**src/rtl/esc_arm_controller.sv**
```systemverilog
// ESC arming controller: ms prescaler, receiver watchdog, DISARMED/ARMING/ARMED/FAILSAFE
// sequencing and a ramp-limited motor rate, all outputs registered.
module esc_arm_controller #(
    parameter logic [7:0] ARM_LOW_MAX    = 8'd10,
    parameter int         ARM_HOLD_MS    = 1000,
    parameter int         SIG_TIMEOUT_MS = 100,
    parameter logic [7:0] RAMP_STEP      = 8'd4
) (
    input  logic       sys_clk,
    input  logic       resetn,
    input  logic       us_tick_i,
    input  logic [7:0] throttle_val_i,
    input  logic       throttle_valid_i,
    input  logic       arm_req_i,
    output logic [7:0] motor_1_rate_o,
    output logic       armed_o,
    output logic       failsafe_o,
    output logic [1:0] state_dbg_o
);

    localparam logic [1:0]  ST_DISARMED = 2'd0;
    localparam logic [1:0]  ST_ARMING   = 2'd1;
    localparam logic [1:0]  ST_ARMED    = 2'd2;
    localparam logic [1:0]  ST_FAILSAFE = 2'd3;
    localparam logic [9:0]  PRESC_MAX   = 10'd999;
    localparam logic [15:0] HOLD_MS     = 16'(ARM_HOLD_MS);
    localparam logic [15:0] TIMEOUT_MS  = 16'(SIG_TIMEOUT_MS);

    logic [1:0]  state_q, state_d;
    logic [9:0]  presc_q, presc_d;
    logic [15:0] wd_q, wd_d;
    logic [15:0] hold_q, hold_d;
    logic [7:0]  target_q, target_d;
    logic [7:0]  rate_q, rate_d;
    logic        armed_q, armed_d;
    logic        failsafe_q, failsafe_d;
    logic [1:0]  dbg_q, dbg_d;
    logic        ms_tick_s;
    logic        sig_lost_s;
    logic [8:0]  ramp_sum_s;

    assign sig_lost_s = (wd_q == TIMEOUT_MS);

    // Prescaler, watchdog, throttle target and arming hold counter next-state
    always_comb begin
        presc_d   = presc_q;
        ms_tick_s = 1'b0;
        if (us_tick_i) begin
            if (presc_q == PRESC_MAX) begin
                presc_d   = 10'd0;
                ms_tick_s = 1'b1;
            end else begin
                presc_d = presc_q + 10'd1;
            end
        end else begin
            presc_d = presc_q;
        end

        // A fresh frame beats a coincident timeout-reaching tick
        target_d = target_q;
        wd_d     = wd_q;
        if (throttle_valid_i) begin
            target_d = throttle_val_i;
            wd_d     = 16'd0;
        end else if (ms_tick_s && (wd_q < TIMEOUT_MS)) begin
            wd_d = wd_q + 16'd1;
        end else begin
            wd_d = wd_q;
        end

        hold_d = 16'd0;
        if (state_q == ST_ARMING) begin
            if (ms_tick_s && (hold_q < HOLD_MS)) begin
                hold_d = hold_q + 16'd1;
            end else begin
                hold_d = hold_q;
            end
        end else begin
            hold_d = 16'd0;
        end
    end

    // State and output registers
    always_ff @(posedge sys_clk) begin
        if (!resetn) begin
            state_q    <= ST_DISARMED;
            presc_q    <= 10'd0;
            wd_q       <= TIMEOUT_MS;
            hold_q     <= 16'd0;
            target_q   <= 8'd0;
            rate_q     <= 8'd0;
            armed_q    <= 1'b0;
            failsafe_q <= 1'b0;
            dbg_q      <= 2'd0;
        end else begin
            state_q    <= state_d;
            presc_q    <= presc_d;
            wd_q       <= wd_d;
            hold_q     <= hold_d;
            target_q   <= target_d;
            rate_q     <= rate_d;
            armed_q    <= armed_d;
            failsafe_q <= failsafe_d;
            dbg_q      <= dbg_d;
        end
    end

    // Next-state logic
    always_comb begin
        state_d = state_q;
        case (state_q)
            ST_DISARMED: begin
                if (arm_req_i && !sig_lost_s && (target_q <= ARM_LOW_MAX)) begin
                    state_d = ST_ARMING;
                end else begin
                    state_d = ST_DISARMED;
                end
            end
            ST_ARMING: begin
                if (!arm_req_i || (target_q > ARM_LOW_MAX) || sig_lost_s) begin
                    state_d = ST_DISARMED;
                end else if (hold_q == HOLD_MS) begin
                    state_d = ST_ARMED;
                end else begin
                    state_d = ST_ARMING;
                end
            end
            ST_ARMED: begin
                if (sig_lost_s) begin
                    state_d = ST_FAILSAFE;
                end else if (!arm_req_i) begin
                    state_d = ST_DISARMED;
                end else begin
                    state_d = ST_ARMED;
                end
            end
            ST_FAILSAFE: begin
                if (!arm_req_i && !sig_lost_s) begin
                    state_d = ST_DISARMED;
                end else begin
                    state_d = ST_FAILSAFE;
                end
            end
            default: state_d = ST_FAILSAFE;
        endcase
    end

    // Output next-values follow the upcoming state; the ramp sum is 9 bits so 255 cannot wrap
    always_comb begin
        ramp_sum_s = {1'b0, rate_q} + {1'b0, RAMP_STEP};
        rate_d     = 8'd0;
        if ((state_d == ST_ARMED) && (state_q == ST_ARMED)) begin
            if (rate_q > target_q) begin
                rate_d = target_q;
            end else if (ms_tick_s && (rate_q < target_q)) begin
                if (ramp_sum_s > {1'b0, target_q}) begin
                    rate_d = target_q;
                end else begin
                    rate_d = ramp_sum_s[7:0];
                end
            end else begin
                rate_d = rate_q;
            end
        end else begin
            rate_d = 8'd0;
        end
        armed_d    = (state_d == ST_ARMED);
        failsafe_d = (state_d == ST_FAILSAFE);
        dbg_d      = state_d;
    end

    assign motor_1_rate_o = rate_q;
    assign armed_o        = armed_q;
    assign failsafe_o     = failsafe_q;
    assign state_dbg_o    = dbg_q;

endmodule
```
**config.mk**
```make
export PLATFORM = sky130hd
export DESIGN_NAME = esc_arm_controller
export DESIGN_NICKNAME = d
export VERILOG_FILES = /design/src/rtl/esc_arm_controller.sv
export SDC_FILE = /design/constraint.sdc
export NUM_CORES = 1
export LEC_CHECK = 0
export CORE_MARGIN = 2
export CORE_UTILIZATION = 45
export DETAILED_ROUTE_END_ITERATION = 7
export HOLD_SLACK_MARGIN = 0.12
export SYNTH_ARGS = -nofsm -noshare
export SYNTH_HDL_FRONTEND = slang
export SYNTH_SLANG_ARGS = --single-unit
```
**constraint.sdc**
```tcl
create_clock -name sys_clk -period 3.4 [get_ports sys_clk]
set_input_delay 0.34 -clock sys_clk [delete_from_list [all_inputs] [get_ports sys_clk]]
set_output_delay 0.34 -clock sys_clk [all_outputs]
set_load 0.02 [all_outputs]
```
## Word level (Yosys, flattened, before mapping)

Cells that the tools add are included.

- $add $sub $neg: 4
- Magnitude comparators: 7
- Equality and inequality tests: 8
- Multiplexer cells: 15
- Bitwise logic cells: 1
- Reduce and logical (&&, ||, !) cells: 17

Operator list:

| cell | count |
|---|---|
| $add 16x1->16 const B | 2 |
| $mux 8 | 3 |
| $eq 16x10->1 const B | 1 |
| $eq 16x7->1 const B | 1 |
| $lt 16x10->1 const B | 1 |
| $lt 16x7->1 const B | 1 |
| $mux 7 | 2 |
| $add 10x1->10 const B | 1 |
| $eq 10x10->1 const B | 1 |
| $mux 10 | 1 |
| $mux 2 | 5 |
| $add 8x3->9 const B | 1 |
| $gt 9x8->1 | 1 |
| $eq 2x2->1 const B | 4 |
| $gt 8x4->1 const B | 1 |
| $gt 8x8->1 | 1 |
| $le 8x4->1 const B | 1 |
| $lt 8x8->1 | 1 |
| $pmux 2 s4 | 1 |
| $logic_and 1x1->1 | 7 |
| $reduce_and 2->1 | 2 |
| $reduce_bool 2->1 | 2 |
| $mux 1 | 3 |
| $eq 2x1->1 const B | 1 |
| other kinds (5) | 7 |

- Flip-flop bits (word level): 62
- Input port bits: 13
- Output and inout bits: 12
- Word-level logic and storage cells: 61

## Logic depth before layout (Yosys ltp)

Gate-level depths: netlist of the first run.

- Depth after elaboration: 9
- Depth in mapped cells: 11
- Mapped depth without buffers: 11

## Worst setup path before layout of the first run

No wires, ideal clock.

- Path type: register to register
- From: reg rate_q[2], in the netlist motor_1_rate_o[2]
- To: reg rate_q[3], in the netlist motor_1_rate_o[3]
- Library setup time: 0.133 ns
- Arrival time: 2.544 ns
- Required time: 3.267 ns
- Path slack: 0.723 ns
- Cell stages (with the launch flop): 12
- Buffers on the path: 1
- Period minus slack after synthesis: 2.677 ns
- Cells stage by stage: dfxtp_1 > ha_1 > nand3_1 > xnor2_1 > ha_1 > a21o_1 > a21oi_1 > o21ai_0 > nor3_1 > clkbuf_1 > mux2i_1 > a211oi_2

- Longest elaborated chain between the ends: 5
- Elaborated cells on any way between the ends: 9
- Classes of those cells: 1 x add/sub; 3 x order compare; 3 x mux; 2 x reduce/logical

RTL lines:

| item | RTL line | RTL |
|---|---|---|
| from (decl) | 34 | `logic [7:0] rate_q, rate_d;` |
| from (signal assigned) | 101 | `rate_q <= rate_d;` |
| $add 8x3->9 | 150 | `ramp_sum_s = {1'b0, rate_q} + {1'b0, RAMP_STEP};` |
| $gt 9x8->1 | 156 | `if (ramp_sum_s > {1'b0, target_q}) begin` |
| $mux 8 | 156 |  |
| $mux 8 | 155 | `end else if (ms_tick_s && (rate_q < target_q)) begin` |
| $mux 8 | 153 | `if (rate_q > target_q) begin` |

Parallel ways exist; a longest one is shown, timed or not. The select of a mux whose other input is x is not followed.
A chain may end at the register's enable or synchronous reset.

## Final worst setup path of the first run

Same ends and word-level chain as after synthesis.

==> impl_metrics.prom, run 1 <==
# TYPE chip_impl_metric gauge
chip_impl_info{name="critical_path.cell_chain",value="ha_1, nand3_1, xnor2_1, ha_1, a21o_1, a21oi_1, o21ai_0, nor3_1, buf_4, mux2i_1, a211oi_2"} 1
chip_impl_metric{name="reg2regPathDepth",unit=""} 11
chip_impl_metric{name="yosysWarningCount",unit=""} 0
chip_impl_metric{name="power.static_leakage",unit="nW"} 1.44
chip_impl_metric{name="cts_bufs_inserted",unit=""} 9
chip_impl_metric{name="cells_after_synthesis",unit=""} 333
chip_impl_metric{name="die_height",unit="um"} 85.7
chip_impl_metric{name="total_length_of_routed_wires",unit="mm"} 5.96
chip_impl_metric{name="finalWeightedCongestion",unit=""} 0.917
chip_impl_metric{name="global_route.overflow_total",unit=""} 0
chip_impl_info{name="critPathMostFrequentCell",value="sky130_fd_sc_hd__ha_1"} 1
chip_impl_info{name="crit-reg2reg-launch",value="motor_1_rate_o[2]"} 1
chip_impl_metric{name="grt_start_max_net_pins",unit=""} 15
chip_impl_metric{name="postCtsSetupRepairBufs",unit=""} 0
chip_impl_metric{name="finalHoldViolations",unit=""} 0
chip_impl_metric{name="netSwitchingFraction",unit=""} 0.229
chip_impl_metric{name="avgSynthCellArea",unit="um2"} 9.02
chip_impl_metric{name="numClockSinks",unit=""} 62
chip_impl_metric{name="layout_worst_path_cycle_share",unit=""} 0.882
chip_impl_metric{name="grt_antenna_before_repair",unit=""} 0
chip_impl_metric{name="cts.reportedPaths.clkPinSlew",unit="ns"} 0.07
chip_impl_info{name="critPathLaunchType",value="flop"} 1
chip_impl_info{name="tritoncts",value="done"} 1
chip_impl_metric{name="timing.critical_path.required",unit="ns"} 3.60
chip_impl_metric{name="worst-path-max-fanout",unit=""} 7
chip_impl_info{name="outcome",value="complete, no violations"} 1
chip_impl_metric{name="power.share.combinational",unit=""} 0.085
chip_impl_metric{name="seq_area_frac_synth",unit=""} 0.413
chip_impl_metric{name="clock_latency_of_the_later_clocked_register_in_the_worst_skew_pair",unit="ns"} 0.33
chip_impl_metric{name="die_outline_area",unit="um2"} 7350
chip_impl_metric{name="switchingPower",unit="uW"} 365
chip_impl_metric{name="yosysUniqueCellTypes",unit=""} 49
chip_impl_metric{name="intPower",unit="mW"} 1.23
chip_impl_metric{name="worstPathArrival",unit="ns"} 3.20
chip_impl_metric{name="place_hpwl",unit="mm"} 4.30
chip_impl_metric{name="power.ir.vdd_worst",unit="mV"} 0.284
chip_impl_metric{name="final_critical_delay_including_setup_and_external_delays",unit="ns"} 3.00
chip_impl_metric{name="initial_core_util",unit=""} 0.470
chip_impl_info{name="holdCritPathClass",value="flop to flop"} 1
chip_impl_metric{name="total_number_of_placement_rows",unit=""} 29
chip_impl_info{name="top_usage_layer",value="met2"} 1
chip_impl_metric{name="post_synthesis_instance_area",unit="um2"} 3000
chip_impl_metric{name="whs_path_cells",unit=""} 1
chip_impl_metric{name="detailroute.via_count",unit=""} 2362
chip_impl_metric{name="synth_enable_flop_cells",unit=""} 0
chip_impl_info{name="hold_end",value="wd_q[7]"} 1
chip_impl_info{name="r2r-end",value="motor_1_rate_o[3]"} 1
chip_impl_metric{name="synthesis.nets",unit=""} 366
chip_impl_metric{name="portBuffers",unit=""} 24
chip_impl_metric{name="route.detailed.wl_per_inst",unit="um"} 13.5
chip_impl_metric{name="powerDensity",unit="nW/um2"} 452
chip_impl_metric{name="layout.nets",unit=""} 393
chip_impl_metric{name="globalRouteMet3Util",unit=""} 0.0472
chip_impl_metric{name="seq_power_share",unit=""} 0.471
chip_impl_metric{name="grt_use_total",unit=""} 0.175
chip_impl_metric{name="detailedRoute.firstIterationViolations",unit=""} 86
chip_impl_metric{name="area_delta_synth_final",unit="%"} 17.3
chip_impl_metric{name="power.clock.fraction",unit=""} 0.444
chip_impl_info{name="critical_path.endpoint_type",value="flop"} 1
chip_impl_metric{name="r2r_slack",unit="ns"} 0.40
chip_impl_metric{name="skew",unit="ns"} 0.00984
chip_impl_metric{name="pin_count",unit=""} 25
chip_impl_metric{name="grt_pass1_vias",unit=""} 2232
chip_impl_metric{name="slowest_delay",unit="ns"} 0.45
chip_impl_metric{name="core_area",unit="um2"} 6390
chip_impl_info{name="clock_tree_root_driver_cell",value="sky130_fd_sc_hd__clkbuf_8"} 1
chip_impl_metric{name="post_cts_resize_count",unit=""} 0
chip_impl_metric{name="drv.max_cap_violation_count",unit=""} 0
chip_impl_info{name="rsz_0062_raised_after_global_routing",value="no"} 1
chip_impl_metric{name="cts_hold_buffers",unit=""} 0
chip_impl_metric{name="grt_pass1_wl",unit="mm"} 10.3
chip_impl_info{name="holdCritStartpoint",value="wd_q[7]"} 1
chip_impl_info{name="synth_top_flop_cell",value="sky130_fd_sc_hd__dfxtp_1"} 1
chip_impl_metric{name="grtUsageMet1",unit=""} 0.240
chip_impl_metric{name="globalRouteMet2Util",unit=""} 0.262
chip_impl_metric{name="tightest_slew",unit="ns"} 0.656
chip_impl_metric{name="diodes",unit=""} 0
chip_impl_metric{name="drcViolationCount",unit=""} 0
chip_impl_metric{name="drt_first_pass_iters",unit=""} 4
chip_impl_metric{name="die_x",unit="um"} 85.7
chip_impl_metric{name="detail_route.vias_per_cell",unit=""} 5.34
chip_impl_metric{name="power",unit="mW"} 1.59
chip_impl_metric{name="layout-drive-gt1-share",unit=""} 0.0658
chip_impl_metric{name="finalSetupViolations",unit=""} 0
chip_impl_metric{name="htree_num_levels",unit=""} 3
chip_impl_metric{name="setup-tns-final",unit="ns"} 0
chip_impl_metric{name="achievable-frequency",unit="MHz"} 334
chip_impl_metric{name="clk_path_buf_depth",unit=""} 2
chip_impl_metric{name="synth-seq-cells",unit=""} 62
chip_impl_info{name="criticalPathCategory",value="flop to flop"} 1
chip_impl_metric{name="route.antenna.remaining_nets",unit=""} 0
chip_impl_metric{name="proportion_of_register_bits_with_asynchronous_set_or_reset_after_synthesis",unit=""} 0
chip_impl_metric{name="maxSlewViolCount",unit=""} 0
chip_impl_metric{name="worst_slew_margin_rel",unit=""} 0.562
chip_impl_info{name="critPathSlowestCell",value="sky130_fd_sc_hd__dfxtp_1"} 1
==> critical path: cells and delay by family, from the launching register on <==
family / cells / cell delay, ns
buf+inv: 1 / 0.24
simple gates: 2 / 0.55
fa+ha+maj: 2 / 0.56
flops: 1 / 0.45
xor+xnor: 1 / 0.24
mux: 1 / 0.23
compound gates: 4 / 0.60
==> power groups by stage <==
stage / Combinational, mW / Clock [mW] / Sequential, mW
finish: 0.135 / 0.708 / 0.751
global route: 0.150 / 0.766 / 0.752
CTS: 0.135 / 0.735 / 0.750
detailed placement: 0.134 / 0 / 0.766
global placement: 0.134 / 0 / 0.766
floorplan: 0.0922 / 0 / 0.763
==> Yosys cell counts, types with 2 or more instances <==
master                      n  share of area
sky130_fd_sc_hd__nor2b_1    3         0.0062
sky130_fd_sc_hd__nand3_1    8          0.013
sky130_fd_sc_hd__and4_1     4          0.012
sky130_fd_sc_hd__nor4_1     2         0.0042
sky130_fd_sc_hd__or3_1      2         0.0042
sky130_fd_sc_hd__clkbuf_1   6         0.0075
sky130_fd_sc_hd__dfxtp_1   62           0.41
sky130_fd_sc_hd__a211oi_2   2         0.0083
sky130_fd_sc_hd__xnor2_1    9          0.026
sky130_fd_sc_hd__inv_1     14          0.017
sky130_fd_sc_hd__ha_1      20          0.083
sky130_fd_sc_hd__a21o_1     2         0.0050
sky130_fd_sc_hd__xor2_1    17          0.050
sky130_fd_sc_hd__nor3_1     8          0.013
sky130_fd_sc_hd__nand2_1   22          0.027
sky130_fd_sc_hd__nand3b_1   2         0.0050
sky130_fd_sc_hd__nand4_1    9          0.019
sky130_fd_sc_hd__o21ai_0   12          0.020
sky130_fd_sc_hd__nor2_1    50          0.062
sky130_fd_sc_hd__a31oi_1    2         0.0042
sky130_fd_sc_hd__o221ai_1   4          0.012
sky130_fd_sc_hd__a21oi_1   15          0.025
sky130_fd_sc_hd__and3_1     7          0.015
sky130_fd_sc_hd__and2_1    14          0.029
sky130_fd_sc_hd__mux2i_1   11          0.037
sky130_fd_sc_hd__nand2b_1   3         0.0062
==> sequential cells by signal (all words and copies together) (netlist names) <==
signal          cells
failsafe_o          1
hold_q             16
target_q            8
presc_q            10
wd_q               16
state_dbg_o         2
armed_o             1
motor_1_rate_o      8
==> area by class of cell <==
cell class | instances | area (um2)
fillers | 595 | 2860
flip-flops and latches | 62 | 1240
multi-input cells | 248 | 1670
clock buffers | 12 | 145
clock inverters | 4 | 70.1
inverters | 14 | 52.6
repair buffers | 25 | 248
well taps | 77 | 96.3
==> cell families after synthesis <==
group,Yosys count,share of synthesized area
and+or+nand+nor,144,0.254
AOI/OAI and AO/OA,47,0.106
muxes,11,0.0367
DFF,62,0.413
buffers and inverters,23,0.0304
adders and majority gates,20,0.0833
xor gates and xnor gates,26,0.0758
==> placed cells by master, fill, tap and decap left out, types with 3 or more instances in the layout <==
master / instances
sky130_fd_sc_hd__o21ai_0: 12
sky130_fd_sc_hd__xnor2_1: 9
sky130_fd_sc_hd__dfxtp_1: 62
sky130_fd_sc_hd__nand3_1: 8
sky130_fd_sc_hd__xor2_1: 17
sky130_fd_sc_hd__inv_1: 14
sky130_fd_sc_hd__clkbuf_8: 10
sky130_fd_sc_hd__o221ai_1: 4
sky130_fd_sc_hd__clkdlybuf4s50_1: 24
sky130_fd_sc_hd__nand4_1: 9
sky130_fd_sc_hd__nor2b_1: 3
sky130_fd_sc_hd__and3_1: 7
sky130_fd_sc_hd__ha_1: 20
sky130_fd_sc_hd__nand2b_1: 3
sky130_fd_sc_hd__nor2_1: 50
sky130_fd_sc_hd__a21oi_1: 15
sky130_fd_sc_hd__and2_1: 14
sky130_fd_sc_hd__and4_1: 4
sky130_fd_sc_hd__mux2i_1: 11
sky130_fd_sc_hd__nand2_1: 22
sky130_fd_sc_hd__nor3_1: 8
==> routing by layer <==
| metal | wire length, um | share of wire |
|---|---|---|
| met1 | 3090 | 0.52 |
| met2 | 2590 | 0.44 |
| met3 | 189 | 0.032 |
| met4 | 80 | 0.013 |
| met5 | 0 | 0 |
==> per-stage QoR <==
step / utilization / cell area, um2 / std cells / worst slack [ns] / hold slack, ns
2_1_floorplan: - / 3000 / 333 / 0.723 / 0.420
3_3_place_gp: 0.518 / 3310 / 426 / 0.581 / 0.435
3_5_place_dp: 0.518 / 3310 / 426 / 0.473 / 0.435
4_1_cts: 0.552 / 3520 / 442 / 0.449 / 0.456
5_1_grt: 0.552 / 3520 / 442 / 0.142 / 0.467
6_report: 0.552 / 3520 / 442 / 0.402 / 0.452
==> how the worst max path moves through the flow <==
stage	from	end	slack, ns	cells past startpoint
after CTS	motor_1_rate_o[2]	motor_1_rate_o[3]	0.45	11
after floorplan	motor_1_rate_o[2]	motor_1_rate_o[3]	0.72	11
after detailed placement	motor_1_rate_o[2]	motor_1_rate_o[3]	0.47	11
final	motor_1_rate_o[2]	motor_1_rate_o[3]	0.40	11
after global placement	motor_1_rate_o[2]	motor_1_rate_o[3]	0.58	11
after global routing	motor_1_rate_o[2]	motor_1_rate_o[3]	0.14	11
No activity file was read; power rests on OpenSTA's default activity.
==> inputs of run 2 (changes only) <==
HOLD_SLACK_MARGIN = 0.05   (was 0.12)
==> results of run 2 <==
The final DEF is identical to that of run 1; final timing and power are the same.
==> inputs of run 3 (changes only) <==
CORE_UTILIZATION = 37   (was 45)
==> run 3 against run 2 <==
  * Critical path depth unchanged
  * Utilization is 9.8 points lower
  * Sequential share of layout area down 0.16 points
==> impl_metrics.prom, run 3 (same netlist as run 1, synthesis figures left out) <==
# TYPE chip_impl_metric gauge
chip_impl_metric{name="detailroute.via_count",unit=""} 2335
chip_impl_metric{name="detail_route.vias_per_cell",unit=""} 5.00
chip_impl_metric{name="diodes",unit=""} 0
chip_impl_metric{name="initial_core_util",unit=""} 0.385
chip_impl_metric{name="switchingPower",unit="uW"} 380
chip_impl_metric{name="worst_slew_margin_rel",unit=""} 0.541
chip_impl_metric{name="r2r_slack",unit="ns"} 0.43
chip_impl_metric{name="setup-tns-final",unit="ns"} 0
chip_impl_metric{name="route.antenna.remaining_nets",unit=""} 0
chip_impl_metric{name="grt_antenna_before_repair",unit=""} 0
chip_impl_metric{name="clock_latency_of_the_later_clocked_register_in_the_worst_skew_pair",unit="ns"} 0.34
chip_impl_info{name="r2r-end",value="motor_1_rate_o[3]"} 1
chip_impl_info{name="criticalPathCategory",value="flop to flop"} 1
chip_impl_metric{name="detailedRoute.firstIterationViolations",unit=""} 75
chip_impl_metric{name="slowest_delay",unit="ns"} 0.50
chip_impl_metric{name="global_route.overflow_total",unit=""} 0
chip_impl_metric{name="finalWeightedCongestion",unit=""} 0.871
chip_impl_metric{name="reg2regPathDepth",unit=""} 11
chip_impl_metric{name="total_length_of_routed_wires",unit="mm"} 6.05
chip_impl_info{name="critPathSlowestCell",value="sky130_fd_sc_hd__nor3_1"} 1
chip_impl_metric{name="core_area",unit="um2"} 7810
chip_impl_metric{name="cts_bufs_inserted",unit=""} 9
chip_impl_info{name="holdCritPathClass",value="flop to flop"} 1
chip_impl_metric{name="achievable-frequency",unit="MHz"} 337
chip_impl_metric{name="worstPathArrival",unit="ns"} 3.18
chip_impl_metric{name="portBuffers",unit=""} 24
chip_impl_info{name="critPathCapture",value="motor_1_rate_o[3]"} 1
chip_impl_info{name="tritoncts",value="done"} 1
chip_impl_metric{name="area_delta_synth_final",unit="%"} 17.9
chip_impl_info{name="setup.worst_path.start",value="motor_1_rate_o[2]"} 1
chip_impl_metric{name="postCtsSetupRepairBufs",unit=""} 0
chip_impl_metric{name="htree_num_levels",unit=""} 3
chip_impl_info{name="outcome",value="complete, no violations"} 1
chip_impl_metric{name="powerDensity",unit="nW/um2"} 434
chip_impl_metric{name="grt_pass1_vias",unit=""} 2210
chip_impl_metric{name="drcViolationCount",unit=""} 0
chip_impl_metric{name="finalHoldViolations",unit=""} 0
chip_impl_info{name="largest_registers",value="hold_q x16, wd_q x16, presc_q x10"} 1
chip_impl_metric{name="grt_use_total",unit=""} 0.150
chip_impl_metric{name="total_number_of_placement_rows",unit=""} 32
chip_impl_metric{name="finalSetupViolations",unit=""} 0
chip_impl_metric{name="die_outline_area",unit="um2"} 8860
chip_impl_metric{name="finish.cell_count_without_fillers",unit=""} 467
chip_impl_metric{name="power.share.combinational",unit=""} 0.089
chip_impl_metric{name="layout.nets",unit=""} 393
chip_impl_info{name="most_common_cell_after_layout_fill_and_taps_aside",value="sky130_fd_sc_hd__dfxtp_1"} 1
chip_impl_metric{name="power.static_leakage",unit="nW"} 1.42
chip_impl_metric{name="drt_first_pass_iters",unit=""} 4
chip_impl_info{name="layout_common_cells",value="62 x sky130_fd_sc_hd__dfxtp_1, 50 x sky130_fd_sc_hd__nor2_1, 24 x sky130_fd_sc_hd__clkdlybuf4s50_1"} 1
chip_impl_metric{name="placement.setup.worst_slack",unit="ns"} 0.481
chip_impl_metric{name="intPower",unit="mW"} 1.16
chip_impl_info{name="critPathLaunchType",value="flop"} 1
chip_impl_metric{name="seq_power_share",unit=""} 0.488
chip_impl_metric{name="clk_path_buf_depth",unit=""} 2
chip_impl_metric{name="timing.critical_path.required",unit="ns"} 3.61
chip_impl_metric{name="pin_count",unit=""} 25
chip_impl_metric{name="cts_hold_buffers",unit=""} 0
chip_impl_metric{name="dpl.cell_count",unit=""} 451
chip_impl_info{name="clock_tree_root_driver_cell",value="sky130_fd_sc_hd__clkbuf_8"} 1
chip_impl_metric{name="layout_worst_path_cycle_share",unit=""} 0.873
chip_impl_metric{name="share_of_the_core_filled_with_cells_in_the_final_layout",unit=""} 0.454
chip_impl_metric{name="grt_start_max_net_pins",unit=""} 15
chip_impl_info{name="holdCritStartpoint",value="wd_q[8]"} 1
chip_impl_metric{name="tightest_slew",unit="ns"} 0.686
chip_impl_metric{name="post_cts_resize_count",unit=""} 0
chip_impl_metric{name="skew",unit="ns"} 0.0103
chip_impl_metric{name="grt_pass1_wl",unit="mm"} 10.3
chip_impl_metric{name="power",unit="mW"} 1.54
chip_impl_metric{name="die_height",unit="um"} 94.1
chip_impl_metric{name="route.detailed.wl_per_inst",unit="um"} 13.0
chip_impl_metric{name="place_hpwl",unit="mm"} 4.48
chip_impl_metric{name="final_critical_delay_including_setup_and_external_delays",unit="ns"} 2.97
chip_impl_metric{name="layout-drive-gt1-share",unit=""} 0.0685
chip_impl_info{name="critPathMostFrequentCell",value="sky130_fd_sc_hd__ha_1"} 1
chip_impl_metric{name="numClockSinks",unit=""} 62
chip_impl_metric{name="worst-path-max-fanout",unit=""} 7
chip_impl_info{name="rsz_0062_raised_after_global_routing",value="no"} 1
chip_impl_metric{name="netSwitchingFraction",unit=""} 0.247
chip_impl_metric{name="power.clock.fraction",unit=""} 0.423
chip_impl_metric{name="maxSlewViolCount",unit=""} 0
chip_impl_metric{name="timing.final.ws_setup",unit="ns"} 0.433
chip_impl_metric{name="drv.max_cap_violation_count",unit=""} 0
chip_impl_info{name="critical_path.endpoint_type",value="flop"} 1
chip_impl_info{name="crit-reg2reg-launch",value="motor_1_rate_o[2]"} 1
chip_impl_metric{name="power.ir.vdd_worst",unit="mV"} 0.181
chip_impl_metric{name="cts.reportedPaths.clkPinSlew",unit="ns"} 0.07
chip_impl_info{name="critical_path.cell_chain",value="ha_1, nand3_1, xnor2_1, ha_1, a21o_1, a21oi_1, o21ai_0, nor3_1, buf_4, mux2i_1, a211oi_2"} 1
chip_impl_metric{name="die_x",unit="um"} 94.1
-- run 3: power groups by stage --
stage	registers, mW	logic (mW)	clock network (mW)
after detailed placement	0.766	0.135	0
after CTS	0.750	0.136	0.672
after floorplan	0.763	0.0922	0
after global routing	0.751	0.152	0.710
after global placement	0.766	0.135	0
final	0.750	0.136	0.649
-- run 3: per-layer routing --
layer,up-vias,global-route usage,wire [um]
met5,-,0,0
met3,6,0.0538,242
met2,36,0.240,2780
met1,1074,0.192,2970
li1,1219,-,-
met4,0,0.0399,49
-- run 3: worst min-delay path by stage --
stage | slack, ns | to | cells past startpoint
detailed placement | 0.44 | wd_q[7] | 1
global route | 0.49 | wd_q[12] | 1
finish | 0.46 | wd_q[8] | 1
CTS | 0.46 | wd_q[7] | 1
global placement | 0.44 | wd_q[8] | 1
floorplan | 0.42 | wd_q[13] | 1
-- run 3: stage by stage --
| stage | hold WS (ns) | instance area, um2 |
|---|---|---|
| after CTS | 0.461 | 3540 |
| after global routing | 0.488 | 3540 |
| final | 0.460 | 3540 |
| after global placement | 0.435 | 3340 |
| after floorplan | 0.420 | 3000 |
| after detailed placement | 0.440 | 3340 |
-- run 3: critical path: cells and delay by family (launching register included) --
kind,cells,cell delay [ns]
and+or+nand+nor,2,0.60
AOI/OAI and AO/OA,4,0.58
adders and majority gates,2,0.54
DFF,1,0.45
buffers and inverters,1,0.25
muxes,1,0.22
xor gates and xnor gates,1,0.21
-- run 3: layout make-up --
| cell class | count | area [um2] |
|---|---|---|
| Sequential cell | 62 | 1240 |
| Tap cell | 102 | 128 |
| Timing Repair Buffer | 25 | 248 |
| Clock inverter | 5 | 58.8 |
| Multi-Input combinational cell | 248 | 1670 |
| Fill cell | 785 | 4270 |
| Inverter | 14 | 52.6 |
| Clock buffer | 11 | 141 |
